## src/rtl/crc_pkg.sv

```systemverilog
// rtl/crc_pkg.sv - shared CRC-8 constants, types and reference function
package crc_pkg;

    localparam int CRC_W = 8;

    typedef logic [CRC_W-1:0] crc_t;

    localparam crc_t DEFAULT_POLY   = 8'h36;
    localparam crc_t DEFAULT_INIT   = 8'h00;
    localparam crc_t DEFAULT_XOROUT = 8'h00;

    // MSB-first, non-reflected CRC-8 of a single byte; implicit x^8 term
    function automatic crc_t crc8_byte(input crc_t data, input crc_t init,
                                       input crc_t poly, input crc_t xorout);
        crc_t r;
        r = init ^ data;
        for (int i = 0; i < CRC_W; i++) begin
            if (r[CRC_W-1]) begin
                r = (r << 1) ^ poly;
            end else begin
                r = r << 1;
            end
        end
        return r ^ xorout;
    endfunction

endpackage

```

## src/rtl/check_crc_if.sv

```systemverilog
// rtl/check_crc_if.sv - data/checksum inputs and verdict outputs of the checker
interface check_crc_if;
    import crc_pkg::*;

    crc_t dado;
    crc_t crc;
    logic ck_crc;
    logic ck_alarme;
    crc_t newcrc;

    // Sensor side drives the byte and its checksum, observes the verdict
    modport master (
        output dado,
        output crc,
        input  ck_crc,
        input  ck_alarme,
        input  newcrc
    );

    // Checker side
    modport slave (
        input  dado,
        input  crc,
        output ck_crc,
        output ck_alarme,
        output newcrc
    );

endinterface

```

## src/rtl/crc8_calc.sv

```systemverilog
// rtl/crc8_calc.sv - combinational CRC-8 of one byte, unrolled 8-step shift
module crc8_calc
    import crc_pkg::*;
#(
    parameter crc_t POLY   = DEFAULT_POLY,
    parameter crc_t INIT   = DEFAULT_INIT,
    parameter crc_t XOROUT = DEFAULT_XOROUT
) (
    input  crc_t dado,
    output crc_t crc_out
);

    crc_t r;

    // One shift step per data bit; the bit shifted out of r[7] selects the poly XOR
    always_comb begin
        r = INIT ^ dado;
        for (int i = 0; i < CRC_W; i++) begin
            if (r[CRC_W-1]) begin
                r = (r << 1) ^ POLY;
            end else begin
                r = r << 1;
            end
        end
        crc_out = r ^ XOROUT;
    end

endmodule

```

## src/rtl/check_crc.sv

```systemverilog
// rtl/check_crc.sv - CRC-8 integrity checker with registered match/alarm verdict
module check_crc
    import crc_pkg::*;
#(
    parameter crc_t POLY   = DEFAULT_POLY,
    parameter crc_t INIT   = DEFAULT_INIT,
    parameter crc_t XOROUT = DEFAULT_XOROUT
) (
    input  logic         clk,
    input  logic         rst,
    check_crc_if.slave   bus
);

    crc_t calc_crc;
    logic match;

    crc_t newcrc_d;
    crc_t newcrc_q;
    logic ck_crc_d;
    logic ck_crc_q;
    logic ck_alarme_d;
    logic ck_alarme_q;

    crc8_calc #(
        .POLY   (POLY),
        .INIT   (INIT),
        .XOROUT (XOROUT)
    ) u_calc (
        .dado    (bus.dado),
        .crc_out (calc_crc)
    );

    // Compare the recomputed CRC against the received one; the verdict pair is
    // complementary whenever a real comparison is registered
    always_comb begin
        match       = (calc_crc == bus.crc);
        newcrc_d    = calc_crc;
        ck_crc_d    = match;
        ck_alarme_d = ~match;
    end

    // Output register stage; reset forces the "no verdict yet" state (both flags low)
    always_ff @(posedge clk) begin
        if (rst) begin
            newcrc_q    <= '0;
            ck_crc_q    <= 1'b0;
            ck_alarme_q <= 1'b0;
        end else begin
            newcrc_q    <= newcrc_d;
            ck_crc_q    <= ck_crc_d;
            ck_alarme_q <= ck_alarme_d;
        end
    end

    assign bus.newcrc    = newcrc_q;
    assign bus.ck_crc    = ck_crc_q;
    assign bus.ck_alarme = ck_alarme_q;

endmodule

```

## src/flat_wrapper.sv

```systemverilog
// flat-port wrapper written by rule: the top's interface ports become plain ports
module check_crc_flat import crc_pkg::*;
#(
    parameter crc_t POLY   = DEFAULT_POLY,
    parameter crc_t INIT   = DEFAULT_INIT,
    parameter crc_t XOROUT = DEFAULT_XOROUT
)
  (clk, rst, bus_dado, bus_crc, bus_ck_crc, bus_ck_alarme, bus_newcrc);
  check_crc_if bus_i ();
  input  logic clk;
  input  logic rst;
  input wire logic [$bits(bus_i.dado)-1:0] bus_dado;
  input wire logic [$bits(bus_i.crc)-1:0] bus_crc;
  output wire logic [$bits(bus_i.ck_crc)-1:0] bus_ck_crc;
  output wire logic [$bits(bus_i.ck_alarme)-1:0] bus_ck_alarme;
  output wire logic [$bits(bus_i.newcrc)-1:0] bus_newcrc;
  assign bus_i.dado = bus_dado;
  assign bus_i.crc = bus_crc;
  assign bus_ck_crc = bus_i.ck_crc;
  assign bus_ck_alarme = bus_i.ck_alarme;
  assign bus_newcrc = bus_i.newcrc;
  check_crc #(.POLY(POLY), .INIT(INIT), .XOROUT(XOROUT)) u_core (.clk(clk), .rst(rst), .bus(bus_i));
endmodule
```

## config.mk

```make
export PLATFORM = sky130hd
export DESIGN_NAME = check_crc_flat
export DESIGN_NICKNAME = d
export VERILOG_FILES = /design/src/rtl/crc_pkg.sv /design/src/rtl/check_crc_if.sv /design/src/rtl/crc8_calc.sv /design/src/rtl/check_crc.sv /design/src/flat_wrapper.sv
export SDC_FILE = /design/constraint.sdc
export NUM_CORES = 1
export LEC_CHECK = 0
export ABC_CLOCK_PERIOD_IN_PS = 2100
export CAP_MARGIN = 25
export CORE_AREA = 2 2 39 41
export DETAILED_ROUTE_END_ITERATION = 6
export DIE_AREA = 0 0 41 43
export MAX_ROUTING_LAYER = met4
export PLACE_DENSITY = 0.78
export SYNTH_ARGS = -nofsm -noshare
export SYNTH_HDL_FRONTEND = slang
export SYNTH_SLANG_ARGS = --single-unit
```

## constraint.sdc

```tcl
create_clock -name clk -period 2.1 [get_ports clk]
set_input_delay 0.42 -clock clk [delete_from_list [all_inputs] [get_ports clk]]
set_output_delay 0.42 -clock clk [all_outputs]
set_load 0.02 [all_outputs]
```

# ---- Yosys cells after proc, flatten, opt, wreduce, memory -nomap -nowiden
# Index checks and enable logic that the tools add are counted.
# W data, S select, Z words.
dict set report totals {
  output_inout_bits 10
  ff_bits 10
  input_bits 18
  word_cells 21
}
dict set report classes {
  eq_ne 1
  bitwise_logic 9
  muxes 8
}
# op n
set ops {}
lappend ops {{$mux W6} 8}
lappend ops {{$not A4 Y4} 8}
lappend ops {{$eq A8 B8 Y1} 1}
lappend ops {{$not A1 Y1} 1}

# ---- Logic depth before layout (Yosys ltp)
dict set report depth {
  ltp_word 18
  mapped_depth 5
  depth_no_buf 5
}

# ---- By module
# Synthesis repeated with hierarchy kept, for this count alone.
dict set report hier_totals {
  hier_cells 46
  area_unflattened_um2 538.0
}
# mod n_inst cells_each seq_area_each_um2 area_each_um2
set modules_own_cells {}
lappend modules_own_cells {check_crc 1 30 200.2 347.8}
lappend modules_own_cells {crc8_calc 1 16 0.0 190.2}

# ---- Least setup slack after synthesis
# Ideal clock, no wire load.
dict set report synth_path {
  path_kind {in2reg}
  startpoint {input port bus_dado[1]}
  endpoint {register u_core.ck_crc_q (netlist: u_core.bus.ck_crc)}
  path_buffers 0
  setup_slack_ps 552
  required_ps 2039
  arrival_ps 1486
  stages 5
  path_cell_list {xnor2_2 xnor2_1 or3_1 a21oi_2 and4b_1}
}
dict set report synth_via {
  elab_chain_cells 11
}
# item line_no
set synth_lines {}
lappend synth_lines {{start, declared} flat_wrapper.sv:12} ;# input wire logic [$bits(bus_i.dado)-1:0] bus_dado;
lappend synth_lines {{$not A4 Y4 (no line)} -}
lappend synth_lines {{$mux W6 * (2 in a row)} crc8_calc.sv:19} ;# if (r[CRC_W-1]) begin
lappend synth_lines {{$not A4 Y4 (no line)} -}
lappend synth_lines {{$mux W6 *} crc8_calc.sv:19}
lappend synth_lines {{$not A4 Y4 (no line)} -}
lappend synth_lines {{$mux W6 * (2 in a row)} crc8_calc.sv:19}
lappend synth_lines {{$not A4 Y4 (no line)} -}
lappend synth_lines {{$mux W6} crc8_calc.sv:19}
lappend synth_lines {{$eq A8 B8 Y1 *} check_crc.sv:36} ;# match = (calc_crc == bus.crc);
lappend synth_lines {{end signal, assigned} check_crc.sv:50} ;# ck_crc_q <= ck_crc_d;
lappend synth_lines {{end, declared} check_crc.sv:20} ;# logic ck_crc_q;
# Mark *: on every way between the ends. The rest lies on a longest branch, timed or not.
# A chain may end at the register's enable or synchronous reset.

# ---- Final worst setup path
# Ends and elaborated chain as after synthesis.

==> results.json <==
{
  "cts-hold-fix-buffers": 0,
  "die_width_um": 41,
  "ys_seq_area_share_pct": 36.6,
  "cts-root-buf": "clkbuf_4",
  "cts.sinks": 9,
  "synth_nets": 67,
  "synth_flop_cell": "dfxtp_1",
  "cp_max_fo": 2,
  "postCtsResizedCells": 0,
  "ir_drop_uv": 203,
  "cts_tree": "built",
  "syn_inst": 49,
  "layout-drive-gt1-share_pct": 12.3,
  "yosys-top-cells-area": "dfxtp_1 37%, xnor2_1 21%, xor2_1 11%",
  "fin_crit_ns": 1.84,
  "synth-compound-area-share_pct": 3.05,
  "synth_most_common_cell": "xnor2_1",
  "cp.arrival_ns": 1.98,
  "wl_per_cell_um": 8.98,
  "cts_buffers": 3,
  "synth_cell_types": 17,
  "cts_buffer_depth": 2,
  "rsz0062_at_grt": "no",
  "htreeDepth": 1,
  "synth_area_leader_cell": "dfxtp_1",
  "power_density_nw_per_um2": 681,
  "syn_area_um2": 492,
  "grt_first_pass_wirelength_um": 1440,
  "status": "completed",
  "syn_avg_cell_area_um2": 10.0,
  "muxShareOfSynthArea_pct": 0,
  "place.gp.congestion": 0.688,
  "num_rows": 14,
  "setup_violations": 0,
  "fin_total_pwr_mw": 0.556,
  "pre_cts_ws_ns": -0.0115,
  "hp-class": "in2reg",
  "clk_pin_slew_ns": 0.06,
  "drc": 0,
  "n_antenna_cell": 0,
  "synthSimpleGateAreaFrac_pct": 14.0,
  "synth-async-reset-ratio_pct": 0,
  "synth_top_family_by_area": "XOR/XNOR gates",
  "die_y_um": 43,
  "num_vias": 405,
  "antenna_found_initial": 0,
  "io_pins": 28,
  "io_buffers": 26,
  "synthAdderAreaFrac_pct": 0,
  "grt_start_max_net_pins": 10,
  "maxCapViolCount": 0,
  "dp_hpwl_um": 793,
  "fin_crit_sh_pct": 87.4,
  "ys_warn_count": 0,
  "fin_ws_ns": 0.264,
  "via_per_inst": 4.18,
  "first_iter_violations": 1,
  "routed_wl_um": 871,
  "grt_use_total_pct": 12.6,
  "synthTopCellsByCount": "12 x xnor2_1, 9 x dfxtp_1, 8 x nor2_1",
  "setup_tns_ns": 0,
  "hold_violations": 0,
  "grt_pass1_vias": 388,
  "coreArea_um2": 1380,
  "first_pass_iters": 3,
  "p_leak_nw": 0.330,
  "start_util_pct": 35.5,
  "finalNetCount": 100,
  "synth-edff-count": 0,
  "fillCellCount": 123,
  "max_clock_freq_ghz": 0.545,
  "gr-total-overflow": 0,
  "area_delta_synth_final_pct": 66.2,
  "path_class": "in2reg",
  "maxSlewViolCount": 0,
  "synth_seq_cells": 9,
  "crit_path_start_kind": "primary input",
  "crit_required_ns": 2.24,
  "dieArea_um2": 1760,
  "synth_top_cell_area_share_pct": 36.6,
  "ant_nets": 0,
  "post_cts_buffers": 0,
  "synth_xor_area_share_pct": 43.3,
  "endpoint_kind": "register"
}
## worst max-delay path, cell delays in order
cell and delay [ns]:
clkdlybuf4s50_1 0.47, xnor2_2 0.25, xnor3_1 0.39, xnor2_1 0.20
a21oi_2 0.05, and4b_1 0.20
## per-layer routing
metal  global-route usage (%)  share of wire (%)
met1                     12.3                 37
met2                     20.6                 55
met5                        -                  0
met3                     3.14                7.0
met4                     8.00                1.0
## power breakdown
group	switching, mW	total [mW]	internal, mW
clock	0.0527	0.125	0.0727
sequential	0.00450	0.197	0.192
combinational	0.104	0.234	0.131
## per-stage QoR
step / instances / area [µm²] / utilization, % / hold slack (ns)
floorplan: 49 / 492 / - / 0.568
global placement: 93 / 791 / 57.1 / 1.13
detailed placement: 93 / 791 / 57.1 / 1.13
CTS: 97 / 817 / 59.0 / 0.863
global route: 97 / 817 / 59.0 / 0.892
finish: 97 / 817 / 59.0 / 0.867
## registers in the layout, summed over array words and instances, names as in the netlist
signal	cells
u_core.bus.newcrc	7
u_core.bus.ck_alarme	1
u_core.bus.ck_crc	1
## cell type report
class                           count  area (µm²)  share of cell area [%]
Multi-Input combinational cell     38         300                    36.8
Timing Repair Buffer               30         290                    35.5
Sequential cell                     9         180                    22.1
Clock buffer                        4        26.3                    3.22
Tap cell                           16        20.0                    2.45
## final timing paths
| kind | start | end | slack, ns | depth (start not counted) |
|---|---|---|---|---|
| max | bus_dado[1] | u_core.bus.ck_crc | 0.26 | 6 |
| min | bus_crc[0] | u_core.bus.ck_alarme | 0.87 | 3 |
## kinds of logic after synthesis
kind of cell,count (synthesis)
xor+xnor,21
simple gates,14
flops,9
compound gates,2
buf+inv,2
other cells,1
## placed cells by master (no fill, tap or decap)
cell type / netlist / routed
xnor2_1: 12 / 12
a31oi_1: 1 / 1
clkdlybuf4s50_1: 0 / 26
nor3_1: 1 / 1
or3_1: 1 / 1
and4b_1: 1 / 1
buf_4: 1 / 4
nor2_1: 8 / 8
dfxtp_1: 9 / 9
clkbuf_1: 0 / 1
and2_1: 1 / 1
xor2_1: 6 / 6
conb_1: 1 / 1
xnor2_2: 2 / 2
a21oi_2: 1 / 1
nand3_1: 1 / 1
and3_1: 1 / 1
clkbuf_4: 0 / 3
xnor3_1: 1 / 1
No activity file was read; power rests on OpenSTA's default activity.
